[src/rtl/wb_stage_p_if.sv]
// wb_stage_p_if: write-back stage bus, master = upstream pipeline, slave = stage.
interface wb_stage_p_if #(
   parameter int DW = 32,
   parameter int AW = 5
);
   logic          valid_in;
   logic          flush_in;
   logic          stall_in;
   logic          RW;
   logic [AW-1:0] DA;
   logic [1:0]    MD;
   logic          VxorN;
   logic [DW-1:0] F;
   logic [DW-1:0] PC_1;
   logic [DW-1:0] Data;
   logic          Data_valid;
   logic [DW-1:0] BUS_D;
   logic          RW_out;
   logic [AW-1:0] DA_out;
   logic [1:0]    MD_out;
   logic          valid_out;
   logic          stall_out;
   logic [31:0]   RETIRED;
   modport master (
      output valid_in, flush_in, stall_in, RW, DA, MD, VxorN, F, PC_1, Data, Data_valid,
      input  BUS_D, RW_out, DA_out, MD_out, valid_out, stall_out, RETIRED
   );
   modport slave (
      input  valid_in, flush_in, stall_in, RW, DA, MD, VxorN, F, PC_1, Data, Data_valid,
      output BUS_D, RW_out, DA_out, MD_out, valid_out, stall_out, RETIRED
   );
endinterface

[src/rtl/wb_stage_p.sv]
// wb_stage_p: write-back stage with registered result select, stall/flush,
// late-load wait state and retired-instruction counter.
module wb_stage_p #(
   parameter int DW          = 32,
   parameter int AW          = 5,
   parameter bit ZERO_REG_EN = 1'b1
) (
   input logic         CLOCK,
   input logic         RESET,
   wb_stage_p_if.slave bus
);
   localparam logic [0:0] RUN  = 1'b0;
   localparam logic [0:0] WAIT = 1'b1;
   logic [0:0]    state;
   logic          valid_r, rw_r, vx_r;
   logic [AW-1:0] da_r;
   logic [1:0]    md_r;
   logic [DW-1:0] f_r, pc_r, data_r;
   logic [31:0]   retired;
   logic          adv, commit, live;
   assign adv    = (state == RUN) && !bus.stall_in;
   assign commit = valid_r && adv;
   assign live   = bus.valid_in && !bus.flush_in;
   always_ff @(posedge CLOCK) begin
      if (RESET) begin
         state   <= RUN;
         valid_r <= 1'b0;
         rw_r    <= 1'b0;
         vx_r    <= 1'b0;
         da_r    <= '0;
         md_r    <= '0;
         f_r     <= '0;
         pc_r    <= '0;
         data_r  <= '0;
         retired <= '0;
      end else begin
         if (adv) begin
            valid_r <= live;
            rw_r    <= bus.RW;
            da_r    <= bus.DA;
            md_r    <= bus.MD;
            vx_r    <= bus.VxorN;
            f_r     <= bus.F;
            pc_r    <= bus.PC_1;
            if (bus.Data_valid) data_r <= bus.Data;
            // a load whose data has not arrived parks the stage until it does
            state   <= (live && bus.MD == 2'd1 && !bus.Data_valid) ? WAIT : RUN;
         end else if (state == WAIT && bus.Data_valid) begin
            data_r <= bus.Data;
            state  <= RUN;
         end
         if (commit) retired <= retired + 32'd1;
      end
   end
   assign bus.BUS_D     = md_r[1] ? (md_r[0] ? pc_r : {{(DW-1){1'b0}}, vx_r})
                                  : (md_r[0] ? data_r : f_r);
   assign bus.RW_out    = commit && rw_r && !(ZERO_REG_EN && da_r == '0);
   assign bus.DA_out    = da_r;
   assign bus.MD_out    = md_r;
   assign bus.valid_out = valid_r;
   assign bus.stall_out = !adv;
   assign bus.RETIRED   = retired;
endmodule
[src/flat_wrapper.sv]
// flat-port wrapper written by rule: the top's interface ports become plain ports
module wb_stage_p_flat 
#(
   parameter int DW          = 32,
   parameter int AW          = 5,
   parameter bit ZERO_REG_EN = 1'b1
)
  (CLOCK, RESET, bus_valid_in, bus_flush_in, bus_stall_in, bus_RW, bus_DA, bus_MD, bus_VxorN, bus_F, bus_PC_1, bus_Data, bus_Data_valid, bus_BUS_D, bus_RW_out, bus_DA_out, bus_MD_out, bus_valid_out, bus_stall_out, bus_RETIRED);
  wb_stage_p_if #(.DW(DW), .AW(AW)) bus_i ();
  input logic CLOCK;
  input logic RESET;
  input wire logic [$bits(bus_i.valid_in)-1:0] bus_valid_in;
  input wire logic [$bits(bus_i.flush_in)-1:0] bus_flush_in;
  input wire logic [$bits(bus_i.stall_in)-1:0] bus_stall_in;
  input wire logic [$bits(bus_i.RW)-1:0] bus_RW;
  input wire logic [$bits(bus_i.DA)-1:0] bus_DA;
  input wire logic [$bits(bus_i.MD)-1:0] bus_MD;
  input wire logic [$bits(bus_i.VxorN)-1:0] bus_VxorN;
  input wire logic [$bits(bus_i.F)-1:0] bus_F;
  input wire logic [$bits(bus_i.PC_1)-1:0] bus_PC_1;
  input wire logic [$bits(bus_i.Data)-1:0] bus_Data;
  input wire logic [$bits(bus_i.Data_valid)-1:0] bus_Data_valid;
  output wire logic [$bits(bus_i.BUS_D)-1:0] bus_BUS_D;
  output wire logic [$bits(bus_i.RW_out)-1:0] bus_RW_out;
  output wire logic [$bits(bus_i.DA_out)-1:0] bus_DA_out;
  output wire logic [$bits(bus_i.MD_out)-1:0] bus_MD_out;
  output wire logic [$bits(bus_i.valid_out)-1:0] bus_valid_out;
  output wire logic [$bits(bus_i.stall_out)-1:0] bus_stall_out;
  output wire logic [$bits(bus_i.RETIRED)-1:0] bus_RETIRED;
  assign bus_i.valid_in = bus_valid_in;
  assign bus_i.flush_in = bus_flush_in;
  assign bus_i.stall_in = bus_stall_in;
  assign bus_i.RW = bus_RW;
  assign bus_i.DA = bus_DA;
  assign bus_i.MD = bus_MD;
  assign bus_i.VxorN = bus_VxorN;
  assign bus_i.F = bus_F;
  assign bus_i.PC_1 = bus_PC_1;
  assign bus_i.Data = bus_Data;
  assign bus_i.Data_valid = bus_Data_valid;
  assign bus_BUS_D = bus_i.BUS_D;
  assign bus_RW_out = bus_i.RW_out;
  assign bus_DA_out = bus_i.DA_out;
  assign bus_MD_out = bus_i.MD_out;
  assign bus_valid_out = bus_i.valid_out;
  assign bus_stall_out = bus_i.stall_out;
  assign bus_RETIRED = bus_i.RETIRED;
  wb_stage_p #(.DW(DW), .AW(AW), .ZERO_REG_EN(ZERO_REG_EN)) u_core (.CLOCK(CLOCK), .RESET(RESET), .bus(bus_i));
endmodule
[config.mk]
export PLATFORM = sky130hd
export DESIGN_NAME = wb_stage_p_flat
export DESIGN_NICKNAME = d
export VERILOG_FILES = /design/src/rtl/wb_stage_p_if.sv /design/src/rtl/wb_stage_p.sv /design/src/flat_wrapper.sv
export SDC_FILE = /design/constraint.sdc
export NUM_CORES = 1
export LEC_CHECK = 0
export CAP_MARGIN = 10
export CORE_ASPECT_RATIO = 1.2
export CORE_MARGIN = 10
export CORE_UTILIZATION = 47
export CTS_CLUSTER_DIAMETER = 50
export CTS_CLUSTER_SIZE = 8
export DETAILED_ROUTE_END_ITERATION = 16
export PLACE_DENSITY = 0.8
export SYNTH_ARGS = -nofsm -noshare
export SYNTH_HDL_FRONTEND = slang
export SYNTH_SLANG_ARGS = --single-unit
[constraint.sdc]
create_clock -name CLOCK -period 2.25 [get_ports CLOCK]
set_input_delay 0.675 -clock CLOCK [delete_from_list [all_inputs] [get_ports CLOCK]]
set_output_delay 0.675 -clock CLOCK [all_outputs]
set_load 0.02 [all_outputs]
# Word level (Yosys, flattened, before mapping)
# Cells that the tools add are included.
# word_totals
out_inout_bits,74
input_bits,111
memories,0
romBits,0
ramBits,0
wordCells,39
regBits,139
latchBits,0
# op_classes
n_shift,0
n_reduce_logical,16
div_mod_pow,0
eq_ne,2
order_cmp,0
n_addsub,1
n_mul,0
bitwise,1
mux,9
# ops
op,n
two-way mux 32 bit,6
"adder 32 x 1 -> 32 bit, second input constant",1
logical AND 1 bit,8
zero test 1 bit,5
zero test 5 bit,1
two-way mux 1 bit,3
"== test 2 x 1 -> 1 bit, second input constant",1
"!= test 2 bit, second input constant",1
AND reduction 2 bit,1
nonzero test 2 bit,1
NOT 1 bit,1

# Logic depth before layout (Yosys ltp)
# logic_depth
word_depth,6
ltp_mapped,6
depth_no_buf,5

# Worst setup path before layout
# OpenSTA, ideal clock, no wires.
# synth_path
path_type,reg-to-output
from,register u_core.md_r[0] (netlist: u_core.bus.MD_out[0])
to,output port bus_BUS_D[10]
t_required_ns,1.575
n_path_buf,2
path_stages_with_launch,5
arrival_time_ns,1.854
setup_slack_ns,-0.279
cell_sequence,dfxtp_1 clkbuf_1 buf_1 mux2i_1 o21ai_0
# synth_between
elab_chain_cells,2
elab_cells_between_ends,3
classes_between,3 x mux
# synth_rtl
item,line_no,rtl
"start, declared",wb_stage_p.sv:17,logic [1:0] md_r;
"start signal, assigned",wb_stage_p.sv:41,md_r <= bus.MD;
"two-way mux 32 bit, on equally long branches","wb_stage_p.sv:56, wb_stage_p.sv:55",
two-way mux 32 bit (*),wb_stage_p.sv:55,"assign bus.BUS_D = md_r[1] ? (md_r[0] ? pc_r : {{(DW-1){1'b0}}, vx_r})"
"end, declared",flat_wrapper.sv:23,output wire logic [$bits(bus_i.BUS_D)-1:0] bus_BUS_D;
# Every way passes the cells marked *; elsewhere a longest branch is shown, timed or not.

# Worst setup path in the final report
# layout_path
from,register u_core.md_r[0] (netlist: u_core.bus.MD_out[0])
to,output port bus_BUS_D[0]
# Same word-level chain as after synthesis.

==> results.rst <==
.. list-table::
   :header-rows: 1

   * - Metric
     - Value
   * - Arithmetic-cell share of the synthesized area counting full adders, half adders and majority gates
     - 0.00212
   * - Final period utilization
     - 0.998
   * - Diode insertion count for antenna repair
     - 0
   * - Vertical extent of the die
     - 143 um
   * - Max IR drop VDD
     - 0.457 mV
   * - Number of nets with antenna violations after detailed routing
     - 0
   * - Number of max-slew violations in the final report
     - 0
   * - Netlist area before placement
     - 0.00590 mm^2
   * - DRC violation count after routing
     - 0
   * - Source-to-sink clock delay at the later pin of the worst-skew pair
     - 0.41 ns
   * - Clock tree skew after final layout
     - 0.00781 ns
   * - Worst-case clock buffer depth
     - 2
   * - Proportion of layout cells with a drive suffix above 1
     - 0.118
   * - Combined global-route utilization of all metal layers
     - 0.206
   * - Via-to-Cell Ratio
     - 5.28
   * - Count of standard-cell rows
     - 44
   * - Cell repeated most along the worst path
     - sky130_fd_sc_hd__buf_6
   * - First-pass GRT wire length
     - 28,900 um
   * - Number of search-and-repair iterations in the first detailed-routing pass
     - 6
   * - CORE AREA
     - 0.0122 mm^2
   * - Min Clock Period, post-route
     - 2.25 ns
   * - CP Data Required Time
     - 1.57 ns
   * - Slew headroom
     - 0.453
   * - Simple-gate share of the synthesized area
     - 0.253
   * - Worst Setup End Kind
     - output port
   * - DP HPWL
     - 12,500 um
   * - Register bit count reported by yosys
     - 139
   * - Classification of the worst-slack hold path
     - register to register
   * - Die Area
     - 0.0174 mm^2
   * - Synth Instances
     - 763
   * - Sequence of cells on the critical path
     - buf_6 -> mux4_2 -> buf_6
   * - Count of hold-fix buffers inserted at cts
     - 0
   * - Die width
     - 122 um
   * - Total gr overflow
     - 0
   * - Final Hold Violating Endpoints
     - 0
   * - Nature of the critical path startpoint
     - register
   * - Power density of the placed cells
     - 704 mW/mm^2
   * - Register area share after synthesis
     - 0.472
   * - Least-Margin Pin Slew
     - 0.820 ns
   * - Number of endpoints failing setup at the final stage
     - 0
   * - Area added between synthesis and finish
     - 45.4%
   * - CTS Buf Count
     - 17
   * - Share of cell area taken by muxes after synthesis
     - 0.0658
   * - Initial core utilization
     - 0.482
   * - Compound-Gate Fraction of Synth Area
     - 0.153
   * - Biggest fanout along the worst timing path
     - 4
   * - Final cell count without fillers
     - 1,117
   * - Worst slack at placement
     - -0.651 ns
   * - Clock tree from TritonCTS
     - built
   * - Vias in the first global route
     - 5,781
   * - Post-Syn Nets
     - 875
   * - Slowest library cell on the worst path
     - sky130_fd_sc_hd__mux4_2
   * - Number of H-tree levels
     - 4
   * - Leakage power figure
     - 3.19 nW
   * - CP bufs+invs
     - 2
   * - Run status
     - finished clean
   * - CTS Root Cell
     - sky130_fd_sc_hd__clkbuf_16
   * - Main combinational cell family by area after synthesis
     - simple AND/OR/NAND/NOR gates
   * - PnR worst setup slack
     - 0.00459 ns
   * - RSZ-0062 raised after global routing
     - yes
   * - Max_cap viols
     - 0
   * - Max stage delay on crit path
     - 0.50 ns
   * - Post-synthesis share of cell area spent on xor and xnor gates
     - 0.0163
   * - Number of top-level pins
     - 185
   * - Post-synthesis average cell area
     - 7.73 um^2
   * - Synth cell types
     - 34
   * - Total detailed-routing wirelength
     - 18,400 um
   * - F_max
     - 445 MHz
   * - Clock Sinks
     - 139
   * - CP delay by family, top
     - multiplexers
   * - Number of DRC markers after the initial detailed-route iteration
     - 522
   * - Vias
     - 5,896
   * - Clock slew at reported path FFs
     - 0.06 ns
   * - Synth warn
     - 0
   * - Net count of the finished layout
     - 1,058
   * - Number of antenna violations at the first check in global routing
     - 0
   * - Crit path DAT
     - 1.57 ns
   * - Average detailed-routed wire length per instance
     - 16.5 um
   * - Largest net degree at the start of global routing
     - 75
   * - Instance count after placement with tap cells included
     - 1,086
   * - Count of input and output buffers
     - 184
   * - Crit Path Class
     - register to output port
   * - Global placement routability congestion
     - 0.884
cell type report:
type                            count  area [um^2]
Tap cell                          161          201
Fill cell                        1009         3650
Clock buffer                       21          470
Multi-Input combinational cell    564         2920
Inverter                            7         26.3
Sequential cell                   139         2790
Clock inverter                      8         95.1
Timing Repair Buffer              217         2070
flip-flops by register name, summed over array words and instances, names as in the netlist:
register / count
u_core.bus.MD_out: 2
u_core.bus.RETIRED: 32
u_core.bus.valid_out: 1
u_core.rw_r: 1
u_core.f_r: 32
u_core.bus.DA_out: 5
u_core.state: 1
u_core.pc_r: 32
u_core.data_r: 32
u_core.vx_r: 1
worst reg2reg max path, stage by stage, from the launching register on:
cell,delay [ns]
sky130_fd_sc_hd__dfxtp_1,0.40
sky130_fd_sc_hd__ha_1,0.25
sky130_fd_sc_hd__nand4bb_4,0.14
sky130_fd_sc_hd__or4_4,0.54
sky130_fd_sc_hd__or4_1,0.42
sky130_fd_sc_hd__a21oi_1,0.15
metal layers:
metal | up-vias | part of all wire | track usage | routed length (um)
met5 | - | 0 | 0 | 0
met4 | 0 | 0.013 | 0.0559 | 235
met2 | 169 | 0.49 | 0.342 | 8980
met3 | 19 | 0.10 | 0.0931 | 1860
met1 | 2769 | 0.40 | 0.233 | 7350
li1 | 2939 | - | - | -
report_power, final:
part	total (W)	internal [W]	switching (W)	leakage, nW
Sequential	0.00262	0.00256	0.0000530	1.14
Combinational	0.000712	0.000355	0.000357	1.78
Clock	0.00271	0.00169	0.00102	0.276
Total	0.00604	0.00461	0.00143	3.19
cell families (layout without fill, tap and decap cells):
logic type / count (synthesis) / count (layout)
mux: 37 / 37
xor+xnor: 11 / 11
compound gates: 173 / 173
fa+ha+maj: 1 / 1
simple gates: 342 / 342
buf+inv: 60 / 253
flops: 139 / 139
repair_timing:
item	in CTS	in global routing
pin swaps	1	2
setup buffers	1	0
endpoints found under the setup margin	40	28
cloned	1	0
resized for setup	149	29
layout by cell type, fill, tap and decap left out, types with 2 or more instances in the layout:
| master | netlist | layout |
|---|---|---|
| sky130_fd_sc_hd__nand2_1 | 256 | 256 |
| sky130_fd_sc_hd__clkdlybuf4s50_1 | 0 | 145 |
| sky130_fd_sc_hd__dfxtp_1 | 139 | 138 |
| sky130_fd_sc_hd__a21oi_1 | 122 | 122 |
| sky130_fd_sc_hd__buf_4 | 0 | 38 |
| sky130_fd_sc_hd__mux2i_1 | 32 | 31 |
| sky130_fd_sc_hd__o21ai_1 | 1 | 26 |
| sky130_fd_sc_hd__nor2_1 | 19 | 18 |
| sky130_fd_sc_hd__clkbuf_16 | 0 | 17 |
| sky130_fd_sc_hd__buf_2 | 2 | 15 |
| sky130_fd_sc_hd__or4_1 | 12 | 11 |
| sky130_fd_sc_hd__o21ai_0 | 37 | 10 |
| sky130_fd_sc_hd__nand4_1 | 10 | 10 |
| sky130_fd_sc_hd__o31ai_1 | 10 | 10 |
| sky130_fd_sc_hd__nand3_1 | 9 | 9 |
| sky130_fd_sc_hd__and4_1 | 7 | 7 |
| sky130_fd_sc_hd__nor3_1 | 7 | 7 |
| sky130_fd_sc_hd__or3_1 | 6 | 6 |
| sky130_fd_sc_hd__inv_1 | 7 | 6 |
| sky130_fd_sc_hd__xnor2_1 | 6 | 6 |
| sky130_fd_sc_hd__nor2b_1 | 5 | 5 |
| sky130_fd_sc_hd__xor2_1 | 5 | 5 |
| sky130_fd_sc_hd__buf_12 | 0 | 5 |
| sky130_fd_sc_hd__mux2_2 | 4 | 4 |
| sky130_fd_sc_hd__clkinv_2 | 0 | 4 |
| sky130_fd_sc_hd__clkbuf_8 | 0 | 3 |
| sky130_fd_sc_hd__buf_6 | 0 | 3 |
| sky130_fd_sc_hd__clkbuf_2 | 0 | 3 |
| sky130_fd_sc_hd__o21ai_2 | 0 | 2 |
| sky130_fd_sc_hd__and3_1 | 2 | 2 |
| sky130_fd_sc_hd__and2_1 | 3 | 2 |
| sky130_fd_sc_hd__nor4_1 | 2 | 2 |
| sky130_fd_sc_hd__clkinvlp_4 | 0 | 2 |
| sky130_fd_sc_hd__bufinv_16 | 0 | 2 |
| sky130_fd_sc_hd__dlygate4sd2_1 | 0 | 2 |
| sky130_fd_sc_hd__clkdlybuf4s15_2 | 0 | 2 |
| sky130_fd_sc_hd__buf_8 | 0 | 2 |
through the flow:
stage	instance area, um^2	TNS (ns)	util	hold WS, ns	total power [W]
6_report	8570	0	0.701	0.454	0.00604
5_1_grt	8570	-0.105	0.701	0.468	0.00625
3_5_place_dp	8050	-21.17	0.658	0.447	0.00339
4_1_cts	8610	-0.539	0.705	0.454	0.00606
3_3_place_gp	8050	-18.90	0.658	0.441	0.00338
2_1_floorplan	5900	-0.0616	-	0.433	0.00299
final timing paths:
kind,start,endpoint,slack [ns],depth (start not counted)
worst max-delay path,u_core.bus.MD_out[0],bus_BUS_D[0],0.005,3
worst min-delay path,u_core.f_r[3],u_core.f_r[3],0.45,2
worst max register to register,u_core.bus.RETIRED[1],u_core.bus.RETIRED[24],0.29,5
worst min register to register,u_core.f_r[3],u_core.f_r[3],0.45,2
Yosys cell counts, drive strengths merged:
| master | n | area, um^2 |
|---|---|---|
| a21oi | 122 | 611 |
| a31oi | 1 | 6.26 |
| and2 | 3 | 18.8 |
| and3 | 2 | 12.5 |
| and4 | 7 | 61.3 |
| buf | 9 | 36.3 |
| clkbuf | 44 | 165 |
| dfxtp | 139 | 2780 |
| ha | 1 | 12.5 |
| inv | 7 | 26.3 |
| mux2 | 4 | 45.0 |
| mux2i | 32 | 320 |
| mux4 | 1 | 22.5 |
| nand2 | 256 | 961 |
| nand3 | 9 | 45.0 |
| nand4 | 10 | 62.6 |
| nand4b | 1 | 8.76 |
| nand4bb | 1 | 27.5 |
| nor2 | 19 | 71.3 |
| nor2b | 5 | 31.3 |
| nor3 | 7 | 35.0 |
| nor3b | 1 | 7.51 |
| nor4 | 2 | 12.5 |
| o21a | 1 | 7.51 |
| o21ai | 38 | 190 |
| o311a | 1 | 10.0 |
| o31ai | 10 | 75.1 |
| or2 | 1 | 6.26 |
| or3 | 6 | 37.5 |
| or4 | 12 | 90.1 |
| xnor2 | 6 | 52.6 |
| xor2 | 5 | 43.8 |
(Power assumes the default switching activity.)
